<file path="src/rtl/bp_update_scheduler_pkg.sv">
// Shared types for the branch-predictor update scheduler.
// Holds the update record layout and small helpers.
package bp_pkg;

   localparam int BP_SIZE   = 32;
   localparam int BP_ENTRIES = 32;
   localparam int BP_IDX_W  = $clog2(BP_ENTRIES);
   localparam int BP_HIST_W = BP_IDX_W + 1;

   typedef struct packed {
      logic [BP_SIZE-1:0]   pc;
      logic                 mispred;
      logic [BP_HIST_W-1:0] ghist;
      logic [BP_SIZE-1:0]   correct_pc;
      logic                 is_jalr;
   } bp_update_t;

   function automatic logic [1:0] popcount3(input logic [2:0] v);
      return 2'(v[0]) + 2'(v[1]) + 2'(v[2]);
   endfunction

endpackage

</file>
<file path="src/rtl/bp_update_scheduler_if.sv">
// Update bus between resolve stage, scheduler and predictor tables.
// master = producer/consumer side, slave = the scheduler.
interface bp_update_scheduler_if #(
   parameter int size        = 32,
   parameter int INDEX_WIDTH = 5,
   parameter int DEPTH       = 8
);
   logic                   upd_valid_i_0, upd_valid_i_1, upd_valid_i_2;
   logic [size-1:0]        upd_pc_i_0, upd_pc_i_1, upd_pc_i_2;
   logic                   upd_mispred_i_0, upd_mispred_i_1, upd_mispred_i_2;
   logic [INDEX_WIDTH:0]   upd_ghist_i_0, upd_ghist_i_1, upd_ghist_i_2;
   logic [size-1:0]        upd_correct_pc_i_0, upd_correct_pc_i_1;
   logic [size-1:0]        upd_correct_pc_i_2;
   logic                   upd_is_jalr_i_0, upd_is_jalr_i_1, upd_is_jalr_i_2;
   logic                   in_ready_o;
   logic                   out_valid_o;
   logic                   out_ready_i;
   logic [size-1:0]        out_pc_o;
   logic                   out_mispred_o;
   logic [INDEX_WIDTH:0]   out_ghist_o;
   logic [size-1:0]        out_correct_pc_o;
   logic                   out_is_jalr_o;
   logic [$clog2(DEPTH):0] occupancy_o;
   logic [7:0]             drop_count_o;

   modport master (
      output upd_valid_i_0, upd_valid_i_1, upd_valid_i_2,
      output upd_pc_i_0, upd_pc_i_1, upd_pc_i_2,
      output upd_mispred_i_0, upd_mispred_i_1, upd_mispred_i_2,
      output upd_ghist_i_0, upd_ghist_i_1, upd_ghist_i_2,
      output upd_correct_pc_i_0, upd_correct_pc_i_1, upd_correct_pc_i_2,
      output upd_is_jalr_i_0, upd_is_jalr_i_1, upd_is_jalr_i_2,
      output out_ready_i,
      input  in_ready_o, out_valid_o, out_pc_o, out_mispred_o,
      input  out_ghist_o, out_correct_pc_o, out_is_jalr_o,
      input  occupancy_o, drop_count_o
   );

   modport slave (
      input  upd_valid_i_0, upd_valid_i_1, upd_valid_i_2,
      input  upd_pc_i_0, upd_pc_i_1, upd_pc_i_2,
      input  upd_mispred_i_0, upd_mispred_i_1, upd_mispred_i_2,
      input  upd_ghist_i_0, upd_ghist_i_1, upd_ghist_i_2,
      input  upd_correct_pc_i_0, upd_correct_pc_i_1, upd_correct_pc_i_2,
      input  upd_is_jalr_i_0, upd_is_jalr_i_1, upd_is_jalr_i_2,
      input  out_ready_i,
      output in_ready_o, out_valid_o, out_pc_o, out_mispred_o,
      output out_ghist_o, out_correct_pc_o, out_is_jalr_o,
      output occupancy_o, drop_count_o
   );
endinterface

</file>
<file path="src/rtl/bp_update_fifo_mw.sv">
// Circular buffer of predictor updates: up to three writes,
// one read per cycle. Owns the pointers and the entry count.
module bp_update_fifo_mw
   import bp_pkg::*;
#(
   parameter int DEPTH = 8
) (
   input  logic                   clk,
   input  logic                   reset,
   input  logic [1:0]             wr_num,
   input  bp_update_t             wr_data [3],
   input  logic                   rd_en,
   output bp_update_t             rd_data,
   output logic [$clog2(DEPTH):0] count
);
   localparam int AW = $clog2(DEPTH);
   localparam int CW = AW + 1;

   bp_update_t    mem [DEPTH];
   logic [AW-1:0] wr_ptr;
   logic [AW-1:0] rd_ptr;

   // write the first wr_num compacted slots from wr_ptr onward
   always_ff @(posedge clk) begin
      if (reset) begin
         for (int i = 0; i < DEPTH; i++) mem[i] <= '0;
      end else begin
         for (int k = 0; k < 3; k++) begin
            if (k < int'(wr_num)) mem[wr_ptr + AW'(k)] <= wr_data[k];
         end
      end
   end

   // pointers wrap at DEPTH; count tracks enqueues minus dequeues
   always_ff @(posedge clk) begin
      if (reset) begin
         wr_ptr <= '0;
         rd_ptr <= '0;
         count  <= '0;
      end else begin
         wr_ptr <= wr_ptr + AW'(wr_num);
         if (rd_en) rd_ptr <= rd_ptr + AW'(1);
         count  <= count + CW'(wr_num) - CW'(rd_en);
      end
   end

   assign rd_data = mem[rd_ptr];

endmodule

</file>
<file path="src/rtl/bp_update_scheduler.sv">
// Merges up to three resolved predictor updates per cycle into
// one in-order stream toward the gshare/JALR tables.
module bp_update_scheduler
   import bp_pkg::*;
#(
   parameter int size        = 32,
   parameter int ENTRIES     = 32,
   parameter int INDEX_WIDTH = $clog2(ENTRIES),
   parameter int DEPTH       = 8
) (
   input logic                  clk,
   input logic                  reset,
   bp_update_scheduler_if.slave bus
);
   localparam int CW = $clog2(DEPTH) + 1;

   if (size != BP_SIZE || INDEX_WIDTH != BP_IDX_W) begin : g_w_chk
      $error("bp_update_scheduler: widths differ from bp_pkg");
   end
   if (DEPTH < 4 || (DEPTH & (DEPTH - 1)) != 0) begin : g_d_chk
      $error("bp_update_scheduler: DEPTH must be a power of two >= 4");
   end

   bp_update_t    req  [3];
   bp_update_t    slot [3];
   bp_update_t    head;
   logic [2:0]    v;
   logic [1:0]    n_req;
   logic [1:0]    wr_num;
   logic          in_ready;
   logic          rd_en;
   logic [CW-1:0] count;
   logic [7:0]    drop_count;
   logic [8:0]    drop_sum;

   assign v = {bus.upd_valid_i_2, bus.upd_valid_i_1, bus.upd_valid_i_0};

   assign req[0] = {bus.upd_pc_i_0, bus.upd_mispred_i_0,
                    bus.upd_ghist_i_0, bus.upd_correct_pc_i_0,
                    bus.upd_is_jalr_i_0};
   assign req[1] = {bus.upd_pc_i_1, bus.upd_mispred_i_1,
                    bus.upd_ghist_i_1, bus.upd_correct_pc_i_1,
                    bus.upd_is_jalr_i_1};
   assign req[2] = {bus.upd_pc_i_2, bus.upd_mispred_i_2,
                    bus.upd_ghist_i_2, bus.upd_correct_pc_i_2,
                    bus.upd_is_jalr_i_2};

   // squeeze out invalid requests, keeping FU0 < FU1 < FU2 order
   assign slot[0] = v[0] ? req[0] : (v[1] ? req[1] : req[2]);
   assign slot[1] = (v[0] & v[1]) ? req[1] : req[2];
   assign slot[2] = req[2];

   // ready looks only at registered count, never at this cycle's dequeue
   assign in_ready = (count <= CW'(DEPTH - 3));
   assign n_req    = popcount3(v);
   assign wr_num   = in_ready ? n_req : 2'd0;
   assign rd_en    = bus.out_ready_i & (count != '0);
   assign drop_sum = {1'b0, drop_count} + 9'(n_req);

   // count requests offered while not ready, saturating at 255
   always_ff @(posedge clk) begin
      if (reset) begin
         drop_count <= '0;
      end else if (!in_ready) begin
         drop_count <= drop_sum[8] ? 8'hff : drop_sum[7:0];
      end
   end

   bp_update_fifo_mw #(.DEPTH(DEPTH)) u_fifo (
      .clk     (clk),
      .reset   (reset),
      .wr_num  (wr_num),
      .wr_data (slot),
      .rd_en   (rd_en),
      .rd_data (head),
      .count   (count)
   );

   assign bus.in_ready_o       = in_ready;
   assign bus.out_valid_o      = (count != '0);
   assign bus.out_pc_o         = head.pc;
   assign bus.out_mispred_o    = head.mispred;
   assign bus.out_ghist_o      = head.ghist;
   assign bus.out_correct_pc_o = head.correct_pc;
   assign bus.out_is_jalr_o    = head.is_jalr;
   assign bus.occupancy_o      = count;
   assign bus.drop_count_o     = drop_count;

endmodule

</file>
<file path="src/flat_wrapper.sv">
// flat-port wrapper written by rule: the top's interface ports become plain ports
module bp_update_scheduler_flat import bp_pkg::*;
#(
   parameter int size        = 32,
   parameter int ENTRIES     = 32,
   parameter int INDEX_WIDTH = $clog2(ENTRIES),
   parameter int DEPTH       = 8
)
  (clk, reset, bus_upd_valid_i_0, bus_upd_valid_i_1, bus_upd_valid_i_2, bus_upd_pc_i_0, bus_upd_pc_i_1, bus_upd_pc_i_2, bus_upd_mispred_i_0, bus_upd_mispred_i_1, bus_upd_mispred_i_2, bus_upd_ghist_i_0, bus_upd_ghist_i_1, bus_upd_ghist_i_2, bus_upd_correct_pc_i_0, bus_upd_correct_pc_i_1, bus_upd_correct_pc_i_2, bus_upd_is_jalr_i_0, bus_upd_is_jalr_i_1, bus_upd_is_jalr_i_2, bus_out_ready_i, bus_in_ready_o, bus_out_valid_o, bus_out_pc_o, bus_out_mispred_o, bus_out_ghist_o, bus_out_correct_pc_o, bus_out_is_jalr_o, bus_occupancy_o, bus_drop_count_o);
  bp_update_scheduler_if #(.size(size), .INDEX_WIDTH(INDEX_WIDTH), .DEPTH(DEPTH)) bus_i ();
  input logic clk;
  input logic reset;
  input wire logic [$bits(bus_i.upd_valid_i_0)-1:0] bus_upd_valid_i_0;
  input wire logic [$bits(bus_i.upd_valid_i_1)-1:0] bus_upd_valid_i_1;
  input wire logic [$bits(bus_i.upd_valid_i_2)-1:0] bus_upd_valid_i_2;
  input wire logic [$bits(bus_i.upd_pc_i_0)-1:0] bus_upd_pc_i_0;
  input wire logic [$bits(bus_i.upd_pc_i_1)-1:0] bus_upd_pc_i_1;
  input wire logic [$bits(bus_i.upd_pc_i_2)-1:0] bus_upd_pc_i_2;
  input wire logic [$bits(bus_i.upd_mispred_i_0)-1:0] bus_upd_mispred_i_0;
  input wire logic [$bits(bus_i.upd_mispred_i_1)-1:0] bus_upd_mispred_i_1;
  input wire logic [$bits(bus_i.upd_mispred_i_2)-1:0] bus_upd_mispred_i_2;
  input wire logic [$bits(bus_i.upd_ghist_i_0)-1:0] bus_upd_ghist_i_0;
  input wire logic [$bits(bus_i.upd_ghist_i_1)-1:0] bus_upd_ghist_i_1;
  input wire logic [$bits(bus_i.upd_ghist_i_2)-1:0] bus_upd_ghist_i_2;
  input wire logic [$bits(bus_i.upd_correct_pc_i_0)-1:0] bus_upd_correct_pc_i_0;
  input wire logic [$bits(bus_i.upd_correct_pc_i_1)-1:0] bus_upd_correct_pc_i_1;
  input wire logic [$bits(bus_i.upd_correct_pc_i_2)-1:0] bus_upd_correct_pc_i_2;
  input wire logic [$bits(bus_i.upd_is_jalr_i_0)-1:0] bus_upd_is_jalr_i_0;
  input wire logic [$bits(bus_i.upd_is_jalr_i_1)-1:0] bus_upd_is_jalr_i_1;
  input wire logic [$bits(bus_i.upd_is_jalr_i_2)-1:0] bus_upd_is_jalr_i_2;
  input wire logic [$bits(bus_i.out_ready_i)-1:0] bus_out_ready_i;
  output wire logic [$bits(bus_i.in_ready_o)-1:0] bus_in_ready_o;
  output wire logic [$bits(bus_i.out_valid_o)-1:0] bus_out_valid_o;
  output wire logic [$bits(bus_i.out_pc_o)-1:0] bus_out_pc_o;
  output wire logic [$bits(bus_i.out_mispred_o)-1:0] bus_out_mispred_o;
  output wire logic [$bits(bus_i.out_ghist_o)-1:0] bus_out_ghist_o;
  output wire logic [$bits(bus_i.out_correct_pc_o)-1:0] bus_out_correct_pc_o;
  output wire logic [$bits(bus_i.out_is_jalr_o)-1:0] bus_out_is_jalr_o;
  output wire logic [$bits(bus_i.occupancy_o)-1:0] bus_occupancy_o;
  output wire logic [$bits(bus_i.drop_count_o)-1:0] bus_drop_count_o;
  assign bus_i.upd_valid_i_0 = bus_upd_valid_i_0;
  assign bus_i.upd_valid_i_1 = bus_upd_valid_i_1;
  assign bus_i.upd_valid_i_2 = bus_upd_valid_i_2;
  assign bus_i.upd_pc_i_0 = bus_upd_pc_i_0;
  assign bus_i.upd_pc_i_1 = bus_upd_pc_i_1;
  assign bus_i.upd_pc_i_2 = bus_upd_pc_i_2;
  assign bus_i.upd_mispred_i_0 = bus_upd_mispred_i_0;
  assign bus_i.upd_mispred_i_1 = bus_upd_mispred_i_1;
  assign bus_i.upd_mispred_i_2 = bus_upd_mispred_i_2;
  assign bus_i.upd_ghist_i_0 = bus_upd_ghist_i_0;
  assign bus_i.upd_ghist_i_1 = bus_upd_ghist_i_1;
  assign bus_i.upd_ghist_i_2 = bus_upd_ghist_i_2;
  assign bus_i.upd_correct_pc_i_0 = bus_upd_correct_pc_i_0;
  assign bus_i.upd_correct_pc_i_1 = bus_upd_correct_pc_i_1;
  assign bus_i.upd_correct_pc_i_2 = bus_upd_correct_pc_i_2;
  assign bus_i.upd_is_jalr_i_0 = bus_upd_is_jalr_i_0;
  assign bus_i.upd_is_jalr_i_1 = bus_upd_is_jalr_i_1;
  assign bus_i.upd_is_jalr_i_2 = bus_upd_is_jalr_i_2;
  assign bus_i.out_ready_i = bus_out_ready_i;
  assign bus_in_ready_o = bus_i.in_ready_o;
  assign bus_out_valid_o = bus_i.out_valid_o;
  assign bus_out_pc_o = bus_i.out_pc_o;
  assign bus_out_mispred_o = bus_i.out_mispred_o;
  assign bus_out_ghist_o = bus_i.out_ghist_o;
  assign bus_out_correct_pc_o = bus_i.out_correct_pc_o;
  assign bus_out_is_jalr_o = bus_i.out_is_jalr_o;
  assign bus_occupancy_o = bus_i.occupancy_o;
  assign bus_drop_count_o = bus_i.drop_count_o;
  bp_update_scheduler #(.size(size), .ENTRIES(ENTRIES), .INDEX_WIDTH(INDEX_WIDTH), .DEPTH(DEPTH)) u_core (.clk(clk), .reset(reset), .bus(bus_i));
endmodule
</file>
<file path="config.mk">
export PLATFORM = sky130hd
export DESIGN_NAME = bp_update_scheduler_flat
export DESIGN_NICKNAME = d
export VERILOG_FILES = /design/src/rtl/bp_update_scheduler_pkg.sv /design/src/rtl/bp_update_scheduler_if.sv /design/src/rtl/bp_update_fifo_mw.sv /design/src/rtl/bp_update_scheduler.sv /design/src/flat_wrapper.sv
export SDC_FILE = /design/constraint.sdc
export NUM_CORES = 1
export LEC_CHECK = 0
export ABC_AREA = 1
export CELL_PAD_IN_SITES_DETAIL_PLACEMENT = 0
export CELL_PAD_IN_SITES_GLOBAL_PLACEMENT = 2
export CORE_MARGIN = 5
export CORE_UTILIZATION = 35
export DETAILED_ROUTE_END_ITERATION = 10
export HOLD_SLACK_MARGIN = 0.12
export PLACE_DENSITY_LB_ADDON = 0.05
export SLEW_MARGIN = 20
export SYNTH_ARGS = -nofsm -noshare
export SYNTH_HDL_FRONTEND = slang
export SYNTH_SLANG_ARGS = --single-unit
export TNS_END_PERCENT = 10
</file>
<file path="constraint.sdc">
create_clock -name clk -period 7.8 [get_ports clk]
set_clock_uncertainty 0.2 [all_clocks]
set_input_delay 1.56 -clock clk [delete_from_list [all_inputs] [get_ports clk]]
set_output_delay 1.56 -clock clk [all_outputs]
set_load 0.1 [all_outputs]
</file>
==> summary.txt, run 1 <==
Die
  – Core area: 0.1104 mm^2
  – Die height: roughly 340 um
  – Initial core utilization: 35.11%
  – Io pins: 308
  – Num rows: 122
  – Die area: 0.1175 mm^2
  – Die Span X: between 300 and 400 um

GRT
  – Vias in the first global route: 37270
  – Pin count of the biggest net entering global routing: 194
  – First-pass GRT wire length: around 260000 um
  – Initial antenna violation count: 4
  – GR Overflow Total: 0
  – GR Util All Layers: 29.93%

Timing
  – Fin. max-slew vios: 0
  – RSZ-0062 raised after global routing: false
  – Final hold vios: 0
  – Relative slew slack: roughly a fifth
  – Tcrit/Tclk final: 80.74%
  – Clock period minus worst slack: between 6 and 7 ns
  – Setup TNS: 0 ns
  – Fmax: 158.8 MHz
  – Worst-Margin Slew: 1.201 ns
  – Final setup violation count: 0

Final layout
  – Nets: 5143
  – FF/Latch Area: approximately 0.018 mm^2
  – Fill cell count: 11190
  – Layout Cells excl Fill: between 6000 and 7000
  – Share of layout cells above drive strength 1: 5.038%
  – Syn-to-layout area delta: 14.47%
  – Area of the multi-input gates: 0.01821 mm^2

Status
  – Run status: completed

Worst setup path
  – CP Max Fanout: between 70 and 80
  – Worst Setup End Kind: output pin
  – CP Launch Type: flip-flop
  – WP data arrival: 4.54 ns
  – Crit Path Category: flip-flop to output pin
  – R2r setup slk: 3.30 ns
  – CP required: ~6.0 ns

Placed design
  – Count of input and output buffers: 307
  – Post-Place Cells: 6314
  – Post-DP HPWL: slightly above 90000 um
  – Placer Congestion: 0.7642

Logic synthesis
  – EDFF count, synth: 576
  – Yosys reg bits: 597
  – Ys Warns: 0
  – Net Count, Synth: 5207
  – Post-synth top cells: nand3_1 (1628), nand2_1 (917), nor2_1 (589)
  – Most used DFF post-synth: edfxtp_1
  – Post-synth top area share: roughly 45%
  – Count leader, synth: nand3_1
  – Post-Syn Area: between 0.03 and 0.04 mm^2
  – Mapped Avg Cell Area: 7.799 um^2
  – Largest cells by area after synthesis: edfxtp_1 (45%), nand3_1 (21%), nand2_1 (8.9%), nor2_1 (5.7%), o32ai_1 (3.3%)
  – Mapped Cells: 4969
  – Unique masters post-synth: 34
  – Register area share after synthesis: between 40% and 50%
  – Yosys top cell by area: edfxtp_1
  – Post-synth ARST share: 0%

Routing
  – DRT Wirelength: 182000 um
  – Routed Antenna Nets: 0
  – Drt pass-1 iters: 5
  – Wire per inst: 28.20 um
  – Residual DRC: 0
  – Vias per cell: 6.030
  – Via count: 38900
  – Initial DRC Count: 4388

Clock tree
  – Clk sinks: 597
  – Clock Path Buffers: 3
  – Worst-Skew Late Latency: 0.64 ns
  – Post-CTS Setup Bufs: 0
  – Inserted Clock Buffers: 75
  – Root Buffer: clkbuf_16
  – Post-CTS Resized: 0
  – TritonCTS clock tree: done
  – Post-cts hold buffer count: 0
  – Htree depth: 3
  – Reg clk slew, reported paths: 0.06 ns

Hold path
  – Hold crit path type: flip-flop to flip-flop

Power and ir drop
  – Peak supply drop: 0.0005627 V
  – Leak: about 17 nW
  – PwrDens: roughly 360 mW/mm^2

Flow run
  – Max-cap viol count: 0
## state kept, by name, summed over array words and instances, names as in the netlist, named ones only
signal,count
u_core.u_fifo.mem,576
u_core.bus.drop_count_o,8
u_core.u_fifo.count,4
u_core.u_fifo.rd_ptr,3
u_core.u_fifo.wr_ptr,3
## critical path, cell delays in order (launching register included)
cell             delay, ns
dfxtp_4               0.90
buf_4                 0.83
o21ai_0               0.28
o32ai_1               0.21
nand2_1               0.08
nand2_1               0.30
clkdlybuf4s50_1       1.21
## where the power goes
part	switching (mW)	leakage [nW]	total, mW	internal [mW]
clock	1.48	1.14	3.47	1.98
combinational	6.11	9.29	7.74	1.64
sequential	0.282	6.18	4.73	4.44
total	7.87	16.6	15.9	8.06
## per-layer routing
metal | track usage [%] | vias up | wire length [um]
met5 | 0 | - | 13
met3 | 4.590 | 259 | 14360
met2 | 47.61 | 1823 | 83110
li1 | - | 17480 | -
met1 | 42.61 | 19340 | 79780
met4 | 8.106 | 2 | 4705
## worst paths after layout
check,startpoint,to,cells past startpoint
hold reg to reg,u_core.u_fifo.rd_ptr[0],flip-flop,1
hold / removal,u_core.u_fifo.rd_ptr[0],flip-flop,1
setup reg to reg,u_core.u_fifo.count[3],u_core.u_fifo.mem[2][62],11
setup / recovery,flip-flop,bus_out_pc_o[26],6
## through the flow
| step | cell area (um^2) | setup slack, ns | power [mW] | utilization (%) | hold slack, ns |
|---|---|---|---|---|---|
| final | 44360 | 1.503 | 15.94 | 40.19 | 0.2950 |
| after global placement | 41990 | 1.667 | 12.49 | 38.05 | 0.2658 |
| after CTS | 44330 | 1.474 | 15.94 | 40.16 | 0.2850 |
| after detailed placement | 41990 | 1.629 | 12.48 | 38.05 | 0.2710 |
| after global routing | 44360 | 1.397 | 16.54 | 40.19 | 0.3215 |
| after floorplan | 38750 | 1.752 | 9.976 | - | 0.2331 |
## kinds of logic after synthesis
logic type / Yosys count / synth area share, %
fa+ha+maj: 16 / 0.5941
buf+inv: 611 / 7.630
xor+xnor: 4 / 0.09042
mux: 24 / 0.6974
compound gates: 553 / 8.902
simple gates: 3164 / 36.37
flops: 597 / 45.72
## placed cells by master (no fill, tap or decap), types with 2 or more instances in the layout
master and n:
nand2_2 2, fa_1 4, a21oi_1 200, o211ai_1 54
xor2_1 2, clkbuf_16 77, inv_1 69, nand2_8 2
clkinv_1 17, inv_6 3, bufinv_16 5, edfxtp_1 576
dfxtp_4 3, inv_2 2, nand3_1 1624, diode_2 2
clkinv_2 8, nor2_4 2, mux2_2 24, clkbuf_1 20
nand4_1 6, nand2_4 2, o32ai_1 144, ha_1 12
inv_4 8, dfxtp_1 18, o21ai_0 151, nor3_2 3
clkdlybuf4s50_1 305, nor2_1 589, nand2_1 915, nand3_2 2
xnor2_1 2, a31oi_1 2, clkinv_8 2, nand3_4 4
nor3_4 10, buf_12 16, buf_4 68
## final cells by class
type | count | area share, %
multi-input cells | 3761 | 41.05
flip-flops and latches | 597 | 39.97
well taps | 1488 | 4.197
repair buffers | 390 | 8.772
inverters | 80 | 0.7390
clock inverters | 36 | 0.7221
clock buffers | 98 | 4.544
diodes | 2 | 0.01128
Note: power is estimated with default switching activity, not from simulation.
==> run 2: changes to the inputs <==
--- a/config.mk
+++ b/config.mk
@@ -9,7 +9,7 @@
 export CELL_PAD_IN_SITES_DETAIL_PLACEMENT = 0
 export CELL_PAD_IN_SITES_GLOBAL_PLACEMENT = 2
 export CORE_MARGIN = 5
-export CORE_UTILIZATION = 35
+export CORE_UTILIZATION = 32
 export DETAILED_ROUTE_END_ITERATION = 10
 export HOLD_SLACK_MARGIN = 0.12
 export PLACE_DENSITY_LB_ADDON = 0.05
==> constraint.sdc (replaced) <==
create_clock -name clk -period 5.3 [get_ports clk]
set_clock_uncertainty 0.2 [all_clocks]
set_input_delay 1.06 -clock clk [delete_from_list [all_inputs] [get_ports clk]]
set_output_delay 1.06 -clock clk [all_outputs]
set_load 0.1 [all_outputs]
==> run 2 against run 1 <==
  * Via count shrank 0.33%
  * Non-clock buffer count increased by 16
  * Cell count grew 2.2%
  * First-iteration DRC count decreased by 16%
  * Global-route usage is 1.1 points lower
  * Worst setup slack got worse by 0.56 ns
  * Critical path type unchanged
  * Critical endpoint is now bus_out_correct_pc_o[28]
  * Largest power group unchanged
==> summary.txt, run 2 (synthesized netlist as in run 1, its figures left out) <==
Routing
  – Vias per cell: 5.879 (-2.5%)
  – Wire per inst: 28.87 um (+2.4%)
  – Routed Antenna Nets: 0 (unchanged)
  – Drt pass-1 iters: 6 (+1)
  – Initial DRC Count: 3704 (-16%)
  – Via count: 38780 (-0.33%)
  – DRT Wirelength: 190400 um (+4.6%)
  – Residual DRC: 0 (unchanged)

Worst setup path
  – Critical path cell sequence: buf_12 > o21ai_0 > o32ai_1 > nand2_1 > nand2_1 > buf_4
  – WP data arrival: 3.10 ns (-1.44 ns)
  – CP required: 4.04 ns (-2.00 ns)
  – Worst path slowest cell: dfxtp_4
  – Crit Path Category: flip-flop to output pin
  – Worst Setup End Kind: output pin
  – CP peak stage delay: 0.89 ns (-0.32 ns)
  – Most frequent cell on the critical path: nand2_1
  – CP top delay family: flip-flops
  – CP Max Fanout: 72 (unchanged)
  – WP buf/inv: 2 (unchanged)
  – CP Launch Type: flip-flop

Placed design
  – Placer Congestion: 0.7605 (-0.48%)
  – Count of input and output buffers: 307 (unchanged)
  – Post-Place Cells: 6456 (+2.2%)
  – Post-DP HPWL: 98200 um (+5.8%)

Clock tree
  – Htree depth: 3 (unchanged)
  – Clock Path Buffers: 3 (unchanged)
  – Clk sinks: 597 (unchanged)
  – Post-CTS Resized: 0 (unchanged)
  – Post-CTS Setup Bufs: 0 (unchanged)
  – Root Buffer: clkbuf_16
  – Reg clk slew, reported paths: 0.06 ns (about the same)
  – Worst-Skew Late Latency: 0.64 ns (about the same)
  – Post-cts hold buffer count: 0 (unchanged)
  – Inserted Clock Buffers: 78 (+4.0%)
  – TritonCTS clock tree: done

Die
  – Num rows: 127 (+4.1%)
  – Die height: 358.0 um (+4.4%)
  – Die area: 0.1282 mm^2 (+9.1%)
  – Die Span X: 358.0 um (+4.4%)
  – Initial core utilization: 32.26% (-2.9 points)
  – Core area: 0.1201 mm^2 (+8.8%)
  – Io pins: 308 (unchanged)

Final layout
  – Final core utilization: 37.31% (-2.9 points)
  – Share of layout cells above drive strength 1: 7.005% (+2.0 points)
  – Most frequent cells in the layout: nand3_1 (1624), nand2_1 (913), nor2_1 (589)
  – Layout Cells excl Fill: 6595 (+2.2%)
  – Commonest non-fill, non-tap cell in the layout: nand3_1
  – Syn-to-layout area delta: 15.67%
  – Max FFs per register: 576 (unchanged)
  – Nets: 5162 (+0.37%)
  – Largest reg by FF count: u_core.u_fifo.mem

Status
  – Run status: completed

Timing
  – Tcrit/Tclk final: 82.23%
  – Relative slew slack: 17.54% (-2.4 points)
  – Fmax: between 200 and 250 MHz
  – RSZ-0062 raised after global routing: false
  – Setup TNS: 0 ns (unchanged)
  – Final hold vios: 0 (unchanged)
  – Clock period minus worst slack: 4.358 ns
  – Fin. max-slew vios: 0 (unchanged)
  – Final setup violation count: 0 (unchanged)
  – Worst-Margin Slew: 1.237 ns (+0.03565 ns)

GRT
  – GR Overflow Total: 0 (unchanged)
  – First-pass GRT wire length: 274900 um (+3.8%)
  – Initial antenna violation count: 1 (-3)
  – Vias in the first global route: 38010 (+2.0%)
  – Pin count of the biggest net entering global routing: 195 (+0.52%)
  – GR Util All Layers: 28.85% (-1.1 points)

Power and ir drop
  – Leak: 16.91 nW (+1.9%)
  – PwrDens: 527.1 mW/mm^2 (+47%)
  – Peak supply drop: 0.0006466 V (+15%)

Flow run
  – Max-cap viol count: 0 (unchanged)

Hold path
  – Hold crit path type: flip-flop to flip-flop
## run 2: area by class of cell
type | count | area (um^2)
clock buffers | 104 | 2133
fillers | 12500 | 75310
flip-flops and latches | 597 | 17730
diodes | 1 | 2.502
inverters | 80 | 327.8
multi-input cells | 3761 | 18220
repair buffers | 406 | 4144
well taps | 1612 | 2017
clock inverters | 34 | 254.0
## run 2: worst paths after layout
check                           slack [ns]               startpoint  depth (start not counted)                  endpoint
worst min register to register        0.27  u_core.u_fifo.rd_ptr[2]                          2                 flip-flop
worst max-delay path                  0.94                flip-flop                          6  bus_out_correct_pc_o[28]
worst min-delay path                  0.27  u_core.u_fifo.rd_ptr[2]                          2                 flip-flop
worst max register to register        1.77  u_core.u_fifo.wr_ptr[0]                          6  u_core.u_fifo.mem[1][50]
## run 2: power breakdown
| part | switching (mW) | internal (mW) | total (mW) |
|---|---|---|---|
| registers | 0.395 | 6.53 | 6.93 |
| clock network | 2.21 | 3.00 | 5.21 |
| logic | 9.13 | 2.36 | 11.5 |
| total | 11.7 | 11.9 | 23.6 |
## run 2: worst reg2reg max path: stages (launching register included)
cell	delay, ns
dfxtp_1	0.90
inv_2	0.34
nor3_4	0.36
buf_4	0.64
buf_4	0.63
nand3_1	0.17
nand3_1	0.14
## run 2: metal layers
metal  vias to the layer above  global-route usage [%]  share of wire, %  wire [um]
met1                     19390                   40.34                45      84770
li1                      17520                       -                 -          -
met2                      1596                   46.72                46      87770
met5                         -                       0            0.0068         13
met3                       268                   3.982               6.5      12370
met4                         2                   8.435               2.9       5467
## run 2: through the flow
step | hold WS [ns] | total power [mW] | worst slack, ns | instance area (um^2)
after floorplan | 0.2331 | 14.68 | -0.02786 | 38760
after global placement | 0.2589 | 18.49 | 0.8682 | 42430
after detailed placement | 0.2669 | 18.47 | 0.8585 | 42430
after CTS | 0.2764 | 23.71 | 0.9107 | 44820
after global routing | 0.3029 | 24.57 | 0.7387 | 44820
final | 0.2693 | 23.62 | 0.9419 | 44820
